## config.mk

```make
export PLATFORM = sky130hd
export DESIGN_NAME = gpio_bank
export DESIGN_NICKNAME = d
export VERILOG_FILES = /design/src/rtl/gpio_bank.sv
export SDC_FILE = /design/constraint.sdc
export NUM_CORES = 1
export LEC_CHECK = 0
export ABC_CLOCK_PERIOD_IN_PS = 2630
export BUFFER_PORTS_ARGS = -buffer_cell sky130_fd_sc_hd__buf_2
export CAP_MARGIN = 0
export CORE_UTILIZATION = 30
export DETAILED_ROUTE_END_ITERATION = 8
export PLACE_DENSITY = 0.57
export SETUP_SLACK_MARGIN = 0.15
export SLEW_MARGIN = 20
export SYNTH_ARGS = -nofsm -noshare
export SYNTH_HDL_FRONTEND = slang
export SYNTH_SLANG_ARGS = --single-unit
```

## constraint.sdc

```tcl
create_clock -name CLK -period 2.63 [get_ports CLK]
set_input_delay 0.526 -clock CLK [delete_from_list [all_inputs] [get_ports CLK]]
set_output_delay 0.526 -clock CLK [all_outputs]
set_load 0.1 [all_outputs]
```

## src/rtl/gpio_bank.sv

```systemverilog
// gpio_bank: memory-mapped N-pin GPIO controller with per-pin direction, atomic
// set/clear/toggle of outputs and synchronised edge-detect level interrupt.
module gpio_bank #(
    parameter int          N_PINS      = 8,
    parameter logic [31:0] BASE_ADDR   = 32'h8000_0100,
    parameter int          SYNC_STAGES = 2
) (
    input  logic              CLK,
    input  logic              reset,
    input  logic              WE,
    input  logic [31:0]       A,
    input  logic [31:0]       WD,
    output logic [31:0]       RD,
    input  logic [N_PINS-1:0] gpio_in,
    output logic [N_PINS-1:0] gpio_out,
    output logic [N_PINS-1:0] gpio_oe,
    output logic              irq
);

    localparam logic [3:0] OFF_OUT  = 4'd0;
    localparam logic [3:0] OFF_DIR  = 4'd1;
    localparam logic [3:0] OFF_IN   = 4'd2;
    localparam logic [3:0] OFF_SET  = 4'd3;
    localparam logic [3:0] OFF_CLR  = 4'd4;
    localparam logic [3:0] OFF_TGL  = 4'd5;
    localparam logic [3:0] OFF_RISE = 4'd6;
    localparam logic [3:0] OFF_FALL = 4'd7;
    localparam logic [3:0] OFF_IRQ  = 4'd8;

    localparam logic [N_PINS-1:0] PINS_ZERO = {N_PINS{1'b0}};

    logic [N_PINS-1:0] out_r;
    logic [N_PINS-1:0] dir_r;
    logic [N_PINS-1:0] rise_en_r;
    logic [N_PINS-1:0] fall_en_r;
    logic [N_PINS-1:0] irq_stat_r;
    logic [N_PINS-1:0] prev_r;
    logic [SYNC_STAGES-1:0][N_PINS-1:0] sync_r;

    logic              hit_s;
    logic [3:0]        offset_s;
    logic [N_PINS-1:0] wd_s;
    logic [N_PINS-1:0] in_s;
    logic [N_PINS-1:0] rise_s;
    logic [N_PINS-1:0] fall_s;
    logic [N_PINS-1:0] out_nxt_s;
    logic [N_PINS-1:0] dir_nxt_s;
    logic [N_PINS-1:0] rise_en_nxt_s;
    logic [N_PINS-1:0] fall_en_nxt_s;
    logic [N_PINS-1:0] w1c_s;
    logic [N_PINS-1:0] irq_stat_nxt_s;
    logic              unused_s;

    assign hit_s    = (A[31:6] == BASE_ADDR[31:6]);
    assign offset_s = A[5:2];
    assign wd_s     = WD[N_PINS-1:0];
    assign unused_s = ^{A[1:0], WD};

    assign in_s   = sync_r[SYNC_STAGES-1];
    assign rise_s = in_s & ~prev_r & rise_en_r;
    assign fall_s = ~in_s & prev_r & fall_en_r;

    // A fresh edge must survive a same-cycle write-1-to-clear of its bit.
    assign irq_stat_nxt_s = (irq_stat_r & ~w1c_s) | rise_s | fall_s;

    assign gpio_out = out_r;
    assign gpio_oe  = dir_r;
    assign irq      = |irq_stat_r;

    // Bus write decode: next values of the software-visible registers.
    always_comb begin
        out_nxt_s     = out_r;
        dir_nxt_s     = dir_r;
        rise_en_nxt_s = rise_en_r;
        fall_en_nxt_s = fall_en_r;
        w1c_s         = PINS_ZERO;
        if (WE && hit_s) begin
            case (offset_s)
                OFF_OUT:  out_nxt_s     = wd_s;
                OFF_DIR:  dir_nxt_s     = wd_s;
                OFF_SET:  out_nxt_s     = out_r | wd_s;
                OFF_CLR:  out_nxt_s     = out_r & ~wd_s;
                OFF_TGL:  out_nxt_s     = out_r ^ wd_s;
                OFF_RISE: rise_en_nxt_s = wd_s;
                OFF_FALL: fall_en_nxt_s = wd_s;
                OFF_IRQ:  w1c_s         = wd_s;
                default:  w1c_s         = PINS_ZERO;
            endcase
        end else begin
            w1c_s = PINS_ZERO;
        end
    end

    // Read mux; write-only strobes and unmapped offsets read as zero.
    always_comb begin
        RD = 32'd0;
        if (hit_s) begin
            case (offset_s)
                OFF_OUT:  RD[N_PINS-1:0] = out_r;
                OFF_DIR:  RD[N_PINS-1:0] = dir_r;
                OFF_IN:   RD[N_PINS-1:0] = in_s;
                OFF_RISE: RD[N_PINS-1:0] = rise_en_r;
                OFF_FALL: RD[N_PINS-1:0] = fall_en_r;
                OFF_IRQ:  RD[N_PINS-1:0] = irq_stat_r;
                default:  RD = 32'd0;
            endcase
        end else begin
            RD = 32'd0;
        end
    end

    // Register, synchroniser and edge-history update.
    always_ff @(posedge CLK) begin
        if (reset) begin
            out_r      <= PINS_ZERO;
            dir_r      <= PINS_ZERO;
            rise_en_r  <= PINS_ZERO;
            fall_en_r  <= PINS_ZERO;
            irq_stat_r <= PINS_ZERO;
            prev_r     <= PINS_ZERO;
            sync_r     <= {(SYNC_STAGES*N_PINS){1'b0}};
        end else begin
            out_r      <= out_nxt_s;
            dir_r      <= dir_nxt_s;
            rise_en_r  <= rise_en_nxt_s;
            fall_en_r  <= fall_en_nxt_s;
            irq_stat_r <= irq_stat_nxt_s;
            prev_r     <= in_s;
            sync_r[0]  <= gpio_in;
            for (int i = 1; i < SYNC_STAGES; i++) begin
                sync_r[i] <= sync_r[i-1];
            end
        end
    end

endmodule

```

Yosys cells after proc, flatten, opt, wreduce, memory -nomap -nowiden:

Cells that the tools add are included.

* bitwise gates (word level): 14
* reduce and logical (&&, ||, !) cells: 8
* equality and inequality tests: 9
* muxes and demuxes: 5

Operators by type and width (count)
* AND 8 bit: 6
* one-hot mux 8 bit (6 select lines): 1
* NOT 8 bit: 4
* one-hot mux 8 bit (4 select lines): 1
* equality test 26 bit (second input constant): 1
* 2-to-1 mux 8 bit: 3
* bitwise OR 8 bit: 3
* equality test 4 x 3 -> 1 bit (second input constant): 4
* equality test 4 x 2 -> 1 bit (second input constant): 2
* AND reduction 2 bit: 4
* OR reduction 8 bit: 1
* XOR 8 bit: 1
* equality test 4 x 1 -> 1 bit (second input constant): 1
* equality test 4 bit (second input constant): 1
* zero test 4 bit: 1
* nonzero test 4 bit: 1
* logical AND 1 bit: 1

* flip-flop bits (word level): 64
* output and inout bits: 49
* word-level logic and storage cells: 44
* bits of input ports: 75

Logic depth before layout (Yosys ltp):

Gate-level depths: netlist of the first run.

* depth after elaboration: 7
* mapped depth: 7
* gate-level depth less buffers: 6

Worst setup path before layout of the first run:

No wires, ideal clock.

* kind: input-to-output
* start point: input port A[2]
* end point: output port RD[2]
* stages: 7
* slack: -0.875 ns
* path buffers: 3
* data required time: 2.104 ns
* data arrival time: 2.979 ns
* cell sequence: buf_2 -> buf_2 -> clkbuf_1 -> nand2_1 -> o21ai_0 -> a22oi_1 -> a21oi_1

* word-level cells in the longest chain between the ends: 3
* elaborated cells on any way between the ends: 8
* those cells by class: 5 x eq/ne; 2 x mux; 1 x reduce/logical

RTL lines
* start: declaration: RTL line 11 `input logic [31:0] A,`
* equality test 4 bit, or another cell as far along: RTL line 98 `case (offset_s)`
* one-hot mux 8 bit (6 select lines) (*): RTL line 98
* 2-to-1 mux 8 bit (*): RTL line 97 `if (hit_s) begin`
* end: declaration: RTL line 13 `output logic [31:0] RD,`

Mark *: on every way between the ends. The rest lies on a longest branch, timed or not.

Final worst setup path of the first run:

* start point: input port A[4]
* end point: output port RD[1]

The elaborated chain is that of the path after synthesis.

==> impl_metrics.env, run 1 <==
export IMPL_start_util_pct=31.3
export IMPL_ys_top_cells_by_count="64 x dfxtp_1, 34 x nand2b_1, 32 x mux2i_1, 26 x buf_4, 24 x nor2b_1"
export IMPL_critPathKind="input pin to output pin"
export IMPL_cts_resized=0
export IMPL_synth_area_sq_um=3640
export IMPL_synth_edf_count=0
export IMPL_htreeDepth=3
export IMPL_grt_max_degree=81
export IMPL_clock_latency_ns=0.33
export IMPL_cts_sinks=64
export IMPL_end_kind="output pin"
export IMPL_cts_buffers=9
export IMPL_wl_met2_microns=4720
export IMPL_max_freq_ghz=0.418
export IMPL_synth_top_area_share_pct=35.2
export IMPL_reg2reg_slack_ns=1.21
export IMPL_netlist_cell_type_count=36
export IMPL_cts_root_buf="clkbuf_16"
export IMPL_worst_pin_slew_ns=0.595
export IMPL_syn_area_per_cell_sq_um=9.12
export IMPL_cts_tree="built"
export IMPL_nets=563
export IMPL_core_sq_um=11600
export IMPL_place_gp_congestion=0.752
export IMPL_dr_pass1_iters=7
export IMPL_ant_nets=0
export IMPL_slew_viol_final=0
export IMPL_outcome="finished, violations left"
export IMPL_drt_iter0_drc=108
export IMPL_worstPathMaxFanout=13
export IMPL_power_frac_clock_pct=47.1
export IMPL_n_antenna_cell=0
export IMPL_drc=13
export IMPL_row_count=39
export IMPL_hp_class="input pin to flop"
export IMPL_num_vias=3047
export IMPL_ctsLongestPathBuffers=2
export IMPL_yosysMostFrequentCell="dfxtp_1"
export IMPL_area_delta_synth_final_pct=28.9
export IMPL_required_ns=2.10
export IMPL_portBuffers=73
export IMPL_worst_slack_ns=0.239
export IMPL_p_leak_uw=0.00203
export IMPL_synth_area_leader_cell="dfxtp_1"
export IMPL_maxCapViolCount=0
export IMPL_grt_first_pass_wirelength_microns=14700
export IMPL_grtUsageTotal_pct=14.9
export IMPL_violations="design-rule violations"
export IMPL_synth_top_flop_cell="dfxtp_1"
export IMPL_io_pins=124
export IMPL_syn_inst=399
export IMPL_final_layout_size_suffix_gt1_share_pct=31.0
export IMPL_wl_met1_microns=3850
export IMPL_switching_share_pct=27.9
export IMPL_clkTransAtPathRegs_ns=0.06
export IMPL_detail_route_vias_per_cell=4.91
export IMPL_p_sw_uw=699
export IMPL_async_reset_ff_share_pct=0
export IMPL_overflow=0
export IMPL_cp_arrival_ns=1.87
export IMPL_dpl_hpwl_microns=6780
export IMPL_tns_ns=0
export IMPL_finalSetupViolations=0
export IMPL_wire_per_inst_microns=14.7
export IMPL_synth_area_top_cells="dfxtp_1 35%, mux2i_1 8.8%, nand2b_1 5.8%"
export IMPL_fin_crit_sh_pct=90.9
export IMPL_fin_skew_ns=0.00760
export IMPL_die_area_sq_um=12600
export IMPL_relSlewSlack_pct=60.3
export IMPL_final_hold_viol_count=0
export IMPL_routed_wirelength_microns=9140
export IMPL_p_seq_share_pct=39.6
export IMPL_power_density_nw_per_um2=534
export IMPL_p_comb_share_pct=13.4
export IMPL_holdBufCountCts=0
export IMPL_pre_cts_slack_ns=0.235
export IMPL_synth_seq_cells=64
export IMPL_ys_warnings_count=0
export IMPL_rsz0062_at_grt="false"
export IMPL_postCtsSetupBuffers=0
export IMPL_irDropWorstVdd_mv=0.316
export IMPL_wl_met3_microns=399
export IMPL_die_y_microns=112
export IMPL_grt_antenna_before_repair=0
export IMPL_die_w_microns=112
export IMPL_p_int_uw=1810
export IMPL_yosysSeqAreaShare_pct=35.2
export IMPL_grt_pass1_vias=3030
export IMPL_highest_layer="met4"
export IMPL_period_needed_ns=2.39
export IMPL_start_kind="input pin"
==> path summary, 6_finish.rpt <==
| path | end | from | depth (start not counted) |
|---|---|---|---|
| worst max-delay path | RD[1] | A[4] | 6 |
| worst min-delay path | sync_r[7] | gpio_in[7] | 2 |
| worst max register to register | gpio_out[1] | gpio_out[1] | 6 |
| worst min register to register | in_s[5] | sync_r[5] | 1 |
==> logic make-up (layout without fill, tap and decap cells) <==
logic type	after synthesis	count (layout)	share of synthesized area, %
flops	64	64	35.2
buf+inv	63	118	9.35
simple gates	150	150	24.8
xor+xnor	1	1	0.241
compound gates	56	56	10.2
mux	48	48	14.6
fa+ha+maj	16	16	5.50
other cells	1	24	0.103
==> critical path: stages <==
cell and delay, ns:
buf_2 0.28, buf_4 0.20, mux2_2 0.34, a22oi_1 0.23, a21oi_4 0.11, buf_12 0.18
==> routing by layer <==
layer  vias to the layer above  track usage (%)
met5                         -                0
met4                         0             4.27
met3                        10             3.94
met2                        93             27.0
met1                      1460             17.1
li1                       1484                -
==> sequential cells by signal, summed over array words and instances, names as in the netlist <==
| register | count |
|---|---|
| rise_en_r | 8 |
| in_s | 8 |
| prev_r | 8 |
| gpio_out | 8 |
| irq_stat_r | 8 |
| sync_r | 8 |
| fall_en_r | 8 |
| gpio_oe | 8 |
==> cell usage in the layout, fill, tap and decap left out, drive strengths merged, types with 10 or more instances in the layout <==
cell type,Yosys,routed
buf,32,86
dfxtp,64,64
nand2b,34,34
mux2i,32,32
nor2b,24,24
conb,1,24
nand2,19,19
nor3,19,19
nor2,17,17
inv,16,16
a22oi,16,16
ha,16,16
mux2,16,16
a21oi,16,16
nand3,11,11
clkbuf,15,10
==> power groups by stage <==
| stage | Clock, uW | Combinational, uW | Sequential [uW] |
|---|---|---|---|
| floorplan | 0 | 286 | 1010 |
| global placement | 0 | 330 | 1010 |
| detailed placement | 0 | 337 | 1010 |
| CTS | 1200 | 337 | 992 |
| global route | 1240 | 355 | 993 |
| finish | 1180 | 335 | 992 |
==> metrics by stage <==
stage               utilization (%)  cells  total power [uW]  area (sq um)  hold slack (ns)
finish                         40.4    620              2510          4690            0.402
global route                   40.4    620              2590          4690            0.402
CTS                            40.4    620              2530          4690            0.401
detailed placement             37.8    604              1350          4390            0.422
global placement               37.8    604              1340          4390            0.424
floorplan                         -    422              1300          3920            0.414
==> layout make-up <==
class / count / area (sq um)
Sequential cell: 64 / 1290
Clock inverter: 6 / 70.1
Fill cell: 1150 / 6930
Multi-Input combinational cell: 295 / 2260
Clock buffer: 10 / 229
Inverter: 16 / 60.1
Timing Repair Buffer: 86 / 596
Tap cell: 143 / 179
(Power assumes the default switching activity.)
==> run 2: changes to the inputs <==
--- a/config.mk
+++ b/config.mk
@@ -8,9 +8,9 @@
 export ABC_CLOCK_PERIOD_IN_PS = 2630
 export BUFFER_PORTS_ARGS = -buffer_cell sky130_fd_sc_hd__buf_2
 export CAP_MARGIN = 0
-export CORE_UTILIZATION = 30
+export CORE_UTILIZATION = 51
 export DETAILED_ROUTE_END_ITERATION = 8
-export PLACE_DENSITY = 0.57
+export PLACE_DENSITY = 0.92
 export SETUP_SLACK_MARGIN = 0.15
 export SLEW_MARGIN = 20
 export SYNTH_ARGS = -nofsm -noshare
==> impl_metrics.env, run 2 (synthesized netlist as in run 1, its figures left out) <==
export IMPL_p_seq_share_pct=41.3
export IMPL_overflow=0
export IMPL_io_pins=124
export IMPL_relSlewSlack_pct=59.8
export IMPL_maxCapViolCount=0
export IMPL_pre_cts_slack_ns=0.204
export IMPL_cts_tree="built"
export IMPL_hp_class="input pin to flop"
export IMPL_place_gp_congestion=0.815
export IMPL_ctsLongestPathBuffers=2
export IMPL_finish_utilization_pct=66.9
export IMPL_clock_latency_ns=0.34
export IMPL_num_vias=3101
export IMPL_clkTransAtPathRegs_ns=0.07
export IMPL_start_kind="input pin"
export IMPL_worst_slack_ns=0.230
export IMPL_grt_antenna_before_repair=0
export IMPL_finalSetupViolations=0
export IMPL_holdPathStages=2
export IMPL_required_ns=2.10
export IMPL_max_freq_ghz=0.417
export IMPL_cp_arrival_ns=1.87
export IMPL_start_util_pct=53.3
export IMPL_rsz0062_at_grt="false"
export IMPL_critPathKind="input pin to output pin"
export IMPL_grt_pass1_vias=3118
export IMPL_power_density_nw_per_um2=525
export IMPL_cts_sinks=64
export IMPL_placed_area_sq_um=4310
export IMPL_area_delta_synth_final_pct=25.6
export IMPL_r2r_cells=6
export IMPL_period_needed_ns=2.40
export IMPL_whs_ns=0.390
export IMPL_fin_crit_sh_pct=91.3
export IMPL_detail_route_vias_per_cell=5.42
export IMPL_power_frac_clock_pct=44.7
export IMPL_nFillCells=530
export IMPL_worstPathMaxFanout=8
export IMPL_die_area_sq_um=7480
export IMPL_stdcell_area_sq_um=4570
export IMPL_seqCellArea_sq_um=1290
export IMPL_p_leak_uw=0.00201
export IMPL_p_sw_uw=669
export IMPL_p_int_uw=1730
export IMPL_portBuffers=73
export IMPL_cts_root_buf="clkbuf_8"
export IMPL_die_w_microns=86.5
export IMPL_ant_nets=0
export IMPL_final_hold_viol_count=0
export IMPL_dr_pass1_iters=4
export IMPL_nets=562
export IMPL_layout_common_cells="65 x buf_2, 56 x dfxtp_1, 34 x nand2b_1, 32 x mux2i_1"
export IMPL_grt_first_pass_wirelength_microns=14400
export IMPL_die_y_microns=86.5
export IMPL_routed_wirelength_microns=9340
export IMPL_core_sq_um=6830
export IMPL_multi_input_area_sq_um=2270
export IMPL_n_antenna_cell=0
export IMPL_fin_skew_ns=0.00481
export IMPL_end_kind="output pin"
export IMPL_row_count=30
export IMPL_dpl_hpwl_microns=6610
export IMPL_holdBufCountCts=0
export IMPL_grt_max_degree=41
export IMPL_drt_iter0_drc=182
export IMPL_cts_buffers=9
export IMPL_irDropWorstVdd_mv=0.434
export IMPL_grtUsageTotal_pct=25.3
export IMPL_cts_resized=0
export IMPL_outcome="finished clean"
export IMPL_postCtsSetupBuffers=0
export IMPL_final_layout_size_suffix_gt1_share_pct=31.3
export IMPL_worst_pin_slew_ns=0.603
export IMPL_drc=0
export IMPL_tns_ns=0
export IMPL_htreeDepth=3
export IMPL_p_comb_share_pct=14.0
export IMPL_switching_share_pct=27.9
export IMPL_slew_viol_final=0
export IMPL_final_common_cell="buf_2"
export IMPL_wire_per_inst_microns=16.3
-- run 2: cell count changes in the layout (fill, tap and decap cells not counted), moves of 2 or more --
cell | previous run | this run
bufinv_16 | 1 | 3
clkbuf_16 | 9 | 0
clkinvlp_4 | 3 | 1
clkbuf_8 | 0 | 10
-- run 2: worst max-delay path, stage by stage --
cell and delay (ns):
buf_2 0.10, nor4_2 0.29, nand3_2 0.19, or2_4 0.38, a21oi_4 0.19, buf_12 0.19
-- run 2: metrics by stage --
step,power [uW],std cells
detailed placement,1350,556
global route,2460,572
global placement,1330,556
floorplan,1300,422
CTS,2400,572
finish,2400,572
-- run 2: final timing paths --
check / from / end / slack, ns
worst max-delay path: A[18] / RD[2] / 0.23
worst min-delay path: gpio_in[7] / sync_r[7] / 0.39
worst max register to register: gpio_out[4] / gpio_out[4] / 1.16
worst min register to register: sync_r[2] / in_s[2] / 0.45
-- run 2: final cells by class --
type,count,share of cell area [%]
clock inverters,6,2.52
well taps,96,2.63
inverters,16,1.31
repair buffers,85,12.6
flip-flops and latches,64,28.3
clock buffers,10,3.01
multi-input cells,295,49.7
-- run 2: power groups by stage --
stage | Sequential (uW) | Clock [uW] | Combinational (uW)
after global routing | 991 | 1120 | 353
after detailed placement | 1010 | 0 | 333
after CTS | 990 | 1070 | 335
final | 990 | 1070 | 336
after floorplan | 1010 | 0 | 286
after global placement | 1010 | 0 | 323
-- run 2: layer usage --
metal / share of wire (%) / wire (microns) / global-route usage, % / vias to the layer above
met1: 38 / 3510 / 26.7 / 1465
met5: 0 / 0 / 0 / -
met3: 6.6 / 613 / 5.14 / 24
met2: 53 / 4990 / 47.5 / 135
li1: - / - / - / 1477
met4: 2.4 / 226 / 12.3 / 0
==> run 3: changes to the inputs <==
--- a/config.mk
+++ b/config.mk
@@ -5,10 +5,11 @@
 export SDC_FILE = /design/constraint.sdc
 export NUM_CORES = 1
 export LEC_CHECK = 0
+export ABC_AREA = 1
 export ABC_CLOCK_PERIOD_IN_PS = 2630
 export BUFFER_PORTS_ARGS = -buffer_cell sky130_fd_sc_hd__buf_2
 export CAP_MARGIN = 0
-export CORE_UTILIZATION = 51
+export CORE_UTILIZATION = 52
 export DETAILED_ROUTE_END_ITERATION = 8
 export PLACE_DENSITY = 0.92
 export SETUP_SLACK_MARGIN = 0.15
==> impl_metrics.env, run 3 <==
export IMPL_core_sq_um=7330
export IMPL_ys_warnings_count=0
export IMPL_finalSetupViolations=0
export IMPL_start_util_pct=54.7
export IMPL_p_seq_share_pct=42.9
export IMPL_crit_top_cell="inv_1"
export IMPL_wl_met3_microns=959
export IMPL_period_needed_ns=2.39
export IMPL_ant_nets=0
export IMPL_grt_antenna_before_repair=0
export IMPL_dpl_hpwl_microns=7530
export IMPL_p_leak_uw=0.00247
export IMPL_synth_top_area_share_pct=32.0
export IMPL_highest_layer="met4"
export IMPL_async_reset_ff_share_pct=0
export IMPL_die_w_microns=89.8
export IMPL_outcome="finished clean"
export IMPL_die_area_sq_um=8060
export IMPL_fin_crit_sh_pct=90.9
export IMPL_final_common_cell="nand2_1"
export IMPL_yosysMostFrequentCell="nand2_1"
export IMPL_cp_arrival_ns=1.87
export IMPL_detail_route_vias_per_cell=5.28
export IMPL_io_pins=124
export IMPL_die_y_microns=89.8
export IMPL_cts_resized=0
export IMPL_place_gp_congestion=0.897
export IMPL_grtUsageTotal_pct=26.4
export IMPL_dr_pass1_iters=7
export IMPL_fin_skew_ns=0.00880
export IMPL_power_frac_clock_pct=42.3
export IMPL_syn_inst=621
export IMPL_end_kind="output pin"
export IMPL_wire_per_inst_microns=13.1
export IMPL_clock_latency_ns=0.35
export IMPL_final_hold_viol_count=0
export IMPL_ctsLongestPathBuffers=2
export IMPL_finish_utilization_pct=64.6
export IMPL_grt_max_degree=33
export IMPL_hp_class="input pin to flop"
export IMPL_worst_pin_slew_ns=0.613
export IMPL_synth_edf_count=0
export IMPL_synth_area_top_cells="dfxtp_1 32%, nand2_1 13%, inv_1 12%"
export IMPL_whs_ns=0.369
export IMPL_worstPathMaxFanout=8
export IMPL_power_density_nw_per_um2=487
export IMPL_holdBufCountCts=0
export IMPL_tns_ns=0
export IMPL_start_kind="input pin"
export IMPL_critPathKind="input pin to output pin"
export IMPL_p_sw_uw=675
export IMPL_n_antenna_cell=0
export IMPL_switching_share_pct=29.3
export IMPL_p_int_uw=1630
export IMPL_cts_root_buf="clkbuf_8"
export IMPL_yosysSeqAreaShare_pct=32.0
export IMPL_hp_start="gpio_in[0]"
export IMPL_syn_area_per_cell_sq_um=6.45
export IMPL_area_delta_synth_final_pct=18.1
export IMPL_num_vias=4226
export IMPL_netlist_cell_type_count=30
export IMPL_synth_seq_cells=64
export IMPL_synth_area_leader_cell="dfxtp_1"
export IMPL_clkTransAtPathRegs_ns=0.07
export IMPL_nets=787
export IMPL_synth_area_sq_um=4010
export IMPL_wl_met2_microns=5100
export IMPL_overflow=0
export IMPL_required_ns=2.10
export IMPL_irDropWorstVdd_mv=0.448
export IMPL_layout_common_cells="142 x nand2_1, 128 x inv_1, 101 x nor2_1, 65 x buf_2, 57 x dfxtp_1"
export IMPL_slew_viol_final=0
export IMPL_routed_wirelength_microns=10500
export IMPL_synth_top_flop_cell="dfxtp_1"
export IMPL_r2r_start="gpio_out[7]"
export IMPL_grt_pass1_vias=3977
export IMPL_relSlewSlack_pct=59.1
export IMPL_drt_iter0_drc=473
export IMPL_slowest_delay_ns=0.27
export IMPL_final_layout_size_suffix_gt1_share_pct=18.4
export IMPL_p_comb_share_pct=14.8
export IMPL_htreeDepth=3
export IMPL_maxCapViolCount=0
export IMPL_r2r_cells=6
export IMPL_ys_top_cells_by_count="143 x nand2_1, 128 x inv_1, 101 x nor2_1, 64 x dfxtp_1, 41 x nand4_1"
export IMPL_cts_buffers=9
export IMPL_postCtsSetupBuffers=0
export IMPL_cts_tree="built"
export IMPL_worst_slack_ns=0.238
export IMPL_max_freq_ghz=0.418
export IMPL_pre_cts_slack_ns=0.240
export IMPL_row_count=31
export IMPL_cp_slowest_cell="o22ai_1"
export IMPL_drc=0
export IMPL_rsz0062_at_grt="false"
export IMPL_holdPathStages=3
export IMPL_wl_met1_microns=4100
export IMPL_reg2reg_slack_ns=1.36
export IMPL_cts_sinks=64
export IMPL_startpoint="A[4]"
export IMPL_portBuffers=73
export IMPL_grt_first_pass_wirelength_microns=17300
export IMPL_worstPathCellList="buf_2, inv_1, nor2_4, nand2_1, o22ai_1, inv_1, nand3_1, nand2_1, inv_1, buf_12"
[run 3: cell count changes after synthesis, moves of 10 or more]
cell and delta:
nand2_1 +124, inv_1 +112, nor2_1 +84, nand4_1 +41
nand2b_1 -34, mux2i_1 -32, nor2b_1 -24, a22oi_1 -16
o22ai_1 +14, clkbuf_1 -10
[run 3: cell type report]
cell class	count	area, sq um
fill	624	2600
multi-input combinational	409	2060
sequential	64	1290
timing repair buffer	80	538
inverter	132	495
clock buffer	11	151
tap	99	124
clock inverter	5	78.8
[run 3: worst paths after layout]
path,endpoint
worst max register to register,gpio_out[7]
worst min register to register,in_s[4]
worst min-delay path,sync_r[0]
worst max-delay path,RD[3]
[run 3: power groups by stage]
stage                     sequential [uW]  clock, uW  combinational [uW]
after detailed placement             1010          0                 335
after CTS                             989        983                 337
final                                 989        975                 342
after global placement               1010          0                 325
after floorplan                      1010          0                 286
after global routing                  990       1030                 365
[run 3: kinds of logic after synthesis]
kind of cell / after synthesis / synth area share [%]
and+or+nand+nor: 327 / 37.8
other: 1 / 0.0936
buffers and inverters: 171 / 18.9
adders and majority gates: 16 / 5.00
AOI/OAI and AO/OA: 42 / 6.18
DFF: 64 / 32.0
[run 3: worst max-delay path, delay by kind of cell]
kind	cells	cell delay, ns
AND/OR/NAND/NOR	4	0.54
buffers and inverters	5	0.53
AO/OA/AOI/OAI	1	0.27
[run 3: metal layers]
layer / up-vias / global-route usage, %
li1: 2021 / -
met1: 1905 / 30.7
met2: 261 / 45.1
met3: 39 / 4.40
met4: 0 / 16.9
met5: - / 0
[run 3: per-stage QoR]
step / instances / power (uW) / instance area (sq um)
floorplan: 644 / 1300 / 4100
global placement: 784 / 1340 / 4500
detailed placement: 784 / 1350 / 4500
CTS: 800 / 2310 / 4730
global route: 800 / 2380 / 4730
finish: 800 / 2310 / 4730
